**src/rtl/cpri_rx_gen.sv**
```systemverilog
// cpri_rx_gen: splits the received 64-bit CPRI IQ word stream into
// CHUNK_LEN-word chunks and writes each accepted chunk into the RX loop
// buffer. wlast on the final word commits the chunk. Chunks that start
// while the buffer has no room are dropped and counted. Truncated chunks
// are never committed, and the next chunk overwrites them from address 0.
//
// Optional build macro: CPRI_RX_HDR_CHECK_EN
//   defined   - word 0 must carry HDR_MAGIC in bits [63:56]; otherwise the
//               chunk is dropped and counted in o_drop_cnt.
//   undefined - every header is accepted and no comparator is built.
module cpri_rx_gen #(
    parameter int            DATA_WIDTH = 64,
    parameter int            ADDR_WIDTH = 7,
    parameter int            CHUNK_LEN  = 96,
    parameter int            CNT_WIDTH  = 16,
    parameter logic [7:0]    HDR_MAGIC  = 8'hA5
) (
    input  logic                  clk,
    input  logic                  rst_n,
    input  logic                  i_iq_rx_valid,
    input  logic [DATA_WIDTH-1:0] i_iq_rx_data,
    input  logic                  i_wr_rdy,
    output logic                  o_cpri_wen,
    output logic [ADDR_WIDTH-1:0] o_cpri_waddr,
    output logic [DATA_WIDTH-1:0] o_cpri_wdata,
    output logic                  o_cpri_wlast,
    output logic [CNT_WIDTH-1:0]  o_chunk_cnt,
    output logic [CNT_WIDTH-1:0]  o_drop_cnt,
    output logic [CNT_WIDTH-1:0]  o_err_cnt,
    output logic                  o_err
);

    typedef enum logic [1:0] {
        S_IDLE = 2'd0,
        S_RECV = 2'd1,
        S_DROP = 2'd2
    } state_t;

    localparam logic [ADDR_WIDTH-1:0] LAST_ADDR = ADDR_WIDTH'(CHUNK_LEN - 1);
    localparam logic [CNT_WIDTH-1:0]  CNT_MAX   = '1;

    state_t                  state_q;
    logic [ADDR_WIDTH-1:0]   wcnt_q;
    logic                    wen_q;
    logic [ADDR_WIDTH-1:0]   waddr_q;
    logic [DATA_WIDTH-1:0]   wdata_q;
    logic                    wlast_q;
    logic                    err_q;
    logic [CNT_WIDTH-1:0]    chunk_cnt_q;
    logic [CNT_WIDTH-1:0]    drop_cnt_q;
    logic [CNT_WIDTH-1:0]    err_cnt_q;
    logic                    hdr_ok;

`ifdef CPRI_RX_HDR_CHECK_EN
    // Word-0 header qualifier: the top byte must carry the magic value.
    assign hdr_ok = (i_iq_rx_data[DATA_WIDTH-1 -: 8] == HDR_MAGIC);
`else
    // Header always accepted. The self-compare folds to a constant 1 and
    // keeps HDR_MAGIC referenced in this build.
    assign hdr_ok = (HDR_MAGIC == HDR_MAGIC);
`endif

    // Chunk FSM: word counting, registered write port, status counters.
    // NOTE: every register here is updated with <= so that all of them see
    // the values from the previous edge, whatever order the statements are in.
    always_ff @(posedge clk or negedge rst_n) begin
        if (!rst_n) begin
            state_q     <= S_IDLE;
            wcnt_q      <= '0;
            wen_q       <= 1'b0;
            waddr_q     <= '0;
            wdata_q     <= '0;
            wlast_q     <= 1'b0;
            err_q       <= 1'b0;
            chunk_cnt_q <= '0;
            drop_cnt_q  <= '0;
            err_cnt_q   <= '0;
        end else begin
            // Strobes are single-cycle and are low unless set below.
            wen_q   <= 1'b0;
            wlast_q <= 1'b0;
            err_q   <= 1'b0;
            case (state_q)
                S_IDLE: begin
                    if (i_iq_rx_valid) begin
                        wcnt_q <= ADDR_WIDTH'(1);
                        if (i_wr_rdy && hdr_ok) begin
                            wen_q   <= 1'b1;
                            waddr_q <= '0;
                            wdata_q <= i_iq_rx_data;
                            state_q <= S_RECV;
                        end else begin
                            if (drop_cnt_q != CNT_MAX) drop_cnt_q <= drop_cnt_q + 1'b1;
                            state_q <= S_DROP;
                        end
                    end
                end
                S_RECV: begin
                    if (i_iq_rx_valid) begin
                        wen_q   <= 1'b1;
                        waddr_q <= wcnt_q;
                        wdata_q <= i_iq_rx_data;
                        if (wcnt_q == LAST_ADDR) begin
                            wlast_q     <= 1'b1;
                            chunk_cnt_q <= chunk_cnt_q + 1'b1;
                            wcnt_q      <= '0;
                            state_q     <= S_IDLE;
                        end else begin
                            wcnt_q <= wcnt_q + 1'b1;
                        end
                    end else begin
                        // Truncated: nothing more is written and the partial
                        // chunk stays uncommitted.
                        err_q <= 1'b1;
                        if (err_cnt_q != CNT_MAX) err_cnt_q <= err_cnt_q + 1'b1;
                        wcnt_q  <= '0;
                        state_q <= S_IDLE;
                    end
                end
                S_DROP: begin
                    if (!i_iq_rx_valid || wcnt_q == LAST_ADDR) begin
                        wcnt_q  <= '0;
                        state_q <= S_IDLE;
                    end else begin
                        wcnt_q <= wcnt_q + 1'b1;
                    end
                end
                default: begin
                    wcnt_q  <= '0;
                    state_q <= S_IDLE;
                end
            endcase
        end
    end

    assign o_cpri_wen   = wen_q;
    assign o_cpri_waddr = waddr_q;
    assign o_cpri_wdata = wdata_q;
    assign o_cpri_wlast = wlast_q;
    assign o_chunk_cnt  = chunk_cnt_q;
    assign o_drop_cnt   = drop_cnt_q;
    assign o_err_cnt    = err_cnt_q;
    assign o_err        = err_q;

endmodule
```
**config.mk**
```make
export PLATFORM = sky130hd
export DESIGN_NAME = cpri_rx_gen
export DESIGN_NICKNAME = d
export VERILOG_FILES = /design/src/rtl/cpri_rx_gen.sv
export SDC_FILE = /design/constraint.sdc
export NUM_CORES = 1
export LEC_CHECK = 0
export CORE_ASPECT_RATIO = 1.1
export CORE_MARGIN = 3
export CORE_UTILIZATION = 25
export CTS_BUF_LIST = sky130_fd_sc_hd__clkbuf_16
export CTS_CLUSTER_DIAMETER = 200
export DETAILED_ROUTE_END_ITERATION = 16
export PLACE_DENSITY = 0.61
export SETUP_SLACK_MARGIN = 0.2
export SLEW_MARGIN = 20
export SYNTH_ARGS = -nofsm -noshare
export SYNTH_HDL_FRONTEND = slang
export SYNTH_SLANG_ARGS = --single-unit
```
**constraint.sdc**
```tcl
create_clock -name clk -period 1.9 [get_ports clk]
set_clock_uncertainty 0.15 [all_clocks]
set_input_delay 0.19 -clock clk [delete_from_list [all_inputs] [get_ports clk]]
set_output_delay 0.19 -clock clk [all_outputs]
set_load 0.02 [all_outputs]
```
==> results.json <==
{
  "drc_errors": 0,
  "leakagePower_nw": 4.56,
  "grt_usage_pct": 12.7,
  "crit_path_start": "state_q[1]",
  "drtIter0Drc": 65,
  "regArea_um2": 3300,
  "critPathMaxFanout": 7,
  "synth-edff-count": 0,
  "power.total_mw": 9.55,
  "hold_viol": 0,
  "fin_crit_ns": 1.86,
  "cap_viol_max_count": 0,
  "hold_class": "input pin to asynchronous set/reset pin",
  "rrSetupSlack_ns": 0.04,
  "crit_required_ns": 2.08,
  "post_drt_via_cell_ratio": 4.34,
  "final_cells": 998,
  "synth-async-reset-ratio_pct": 100,
  "grt_max_degree": 46,
  "synth_seq_cells": 131,
  "final_area_um2": 9560,
  "grt_pass1_vias": 4605,
  "r2r-end": "o_chunk_cnt[9]",
  "die_y_um": 162,
  "core.rowCount": 56,
  "cts_root_buf": "clkbuf_16",
  "dp_slack_ns": -0.237,
  "avgRoutedWirePerCell_um": 15.4,
  "top_layer": "met4",
  "grt_overflow": 0,
  "port_buffers": 189,
  "ys_types": 42,
  "cts.clk_slew.worst_paths_ns": 0.06,
  "slew_headroom_pct": 65.4,
  "dpl_cell_area_um2": 8290,
  "wl_met3_um": 756,
  "cp-end-kind": "register",
  "synth_top_area_share_pct": 59.6,
  "syn_avg_cell_area_um2": 13.3,
  "synthCells": 415,
  "area_delta_synth_final_pct": 73.8,
  "routed_wl_mm": 15.4,
  "die_w_um": 147,
  "core-area_um2": 21400,
  "finalMaxSlewViolations": 0,
  "antenna_found_initial": 0,
  "synth.most_common_cell": "dfrtp_1",
  "numCtsBuffers": 17,
  "yosys_warnings": 0,
  "dr_wl_met2_mm": 7.85,
  "cts_sinks": 131,
  "multi_input_area_um2": 2620,
  "synth-seq-area-share_pct": 59.6,
  "start_util_pct": 25.7,
  "synthTopCellsByArea": "dfrtp_1 60%, mux2_2 14%, xor2_1 5.4%",
  "routabilityCongestion": 0.794,
  "tightest_slew_ns": 0.518,
  "diodes": 0,
  "firstDrtPassIters": 4,
  "grt_pass1_wl_mm": 24.5,
  "netlist_top_cells_count": "131 x dfrtp_1, 67 x mux2_2, 34 x xor2_1",
  "m1WireLength_mm": 6.66,
  "critPathKind": "register to register",
  "io_pins": 190,
  "fin_crit_sh_pct": 97.8,
  "layout-drive-gt1-share_pct": 38.3,
  "p_per_area_nw_per_um2": 999,
  "vias": 4329,
  "cts_tree": "yes",
  "rsz0062_at_grt": "yes",
  "h-tree-depth": 4,
  "synth_flop_cell": "dfrtp_1",
  "die_area_um2": 23800,
  "vdd_drop_max_uv": 552,
  "postRouteAntennaNets": 0,
  "place_inst": 932,
  "clock_path_buffers": 2,
  "synth_top_area_cell": "dfrtp_1",
  "fin_util_pct": 44.6,
  "start_kind": "register",
  "arrival_ns": 2.04,
  "layout_setup_ws_ns": 0.0419,
  "hpwlAfterDp_mm": 10.8,
  "synth_nets": 487,
  "clk_latency_ns": 0.40,
  "status": "finished, final reports clean",
  "worstReg2RegStart": "state_q[1]",
  "ff2ff_path_depth": 4,
  "setup_violations": 0,
  "nets": 767,
  "max_freq_mhz": 538,
  "nFillCells": 1981,
  "netlist_area_um2": 5500
}
-- sequential cells by signal (all words and copies together), names as in the netlist --
signal	count
o_drop_cnt	16
o_cpri_wdata	64
state_q	2
o_cpri_waddr	7
o_cpri_wlast	1
wcnt_q	7
o_err	1
o_cpri_wen	1
o_err_cnt	16
o_chunk_cnt	16
-- logic make-up after synthesis --
family | share of synthesized area [%]
AND/OR/NAND/NOR | 11.1
flip-flops | 59.6
adder cells (fa/ha/maj) | 0.910
buffers and inverters | 2.02
XOR/XNOR | 7.48
multiplexers | 13.7
AO/OA/AOI/OAI | 5.21
-- critical path, stage by stage (launching register included) --
cell	delay, ns
dfrtp_2	0.44
nand3b_4	0.19
or4_4	0.64
nor3_4	0.22
xor2_1	0.15
-- final cells by class --
class,instances,share of cell area [%]
Sequential cell,131,34.5
Multi-Input combinational cell,262,27.4
Clock inverter,15,2.16
Timing Repair Buffer,275,27.3
Clock buffer,17,4.45
Inverter,8,0.367
Tap cell,290,3.80
-- worst max-delay path by stage --
| stage | depth (start not counted) | to |
|---|---|---|
| floorplan | 6 | o_chunk_cnt[15] |
| global placement | 6 | o_chunk_cnt[15] |
| detailed placement | 6 | o_chunk_cnt[15] |
| CTS | 4 | o_chunk_cnt[9] |
| global route | 5 | o_chunk_cnt[9] |
| finish | 4 | o_chunk_cnt[9] |
-- where the power goes --
part	internal, mW	total, mW	leakage (nW)	switching (mW)
registers	3.25	3.59	1.62	0.341
clock network	2.21	3.50	0.303	1.29
logic	1.22	2.46	2.63	1.24
-- timing repair --
action,in CTS,in global routing
hold buffers,1,0
hold endpoints to repair,131,0
buffers inserted,14,15
endpoints found under the setup margin,226,117
gates resized for setup,158,60
pin swaps,11,18
gates cloned,1,3
-- placed cells by master (no fill, tap or decap), drive strengths merged, types with 11 or more instances in the layout --
master         synthesis  routed
a21oi                 13      13
buf                   11      83
clkbuf                 3      20
clkdlybuf4s50          0      66
dfrtp                131     131
dlygate4sd2            0     121
inv                    8      11
mux2                  67      67
nand2                 26      26
nand3                 14      14
nor2                  11      11
xnor2                 13      13
xor2                  34      34
-- per-layer routing --
layer / track usage [%] / vias up
met1: 15.9 / 2142
met3: 3.84 / 5
met2: 21.7 / 127
met4: 3.09 / 0
met5: 0 / -
li1: - / 2055
-- metrics by stage --
step	setup TNS [ns]	hold WS, ns
after floorplan	0	-0.256
after global placement	-10.93	0.0133
after detailed placement	-12.14	0.0129
after CTS	0	0.107
after global routing	-0.0215	0.134
final	0	0.106
Note: power is estimated with default switching activity, not from simulation.
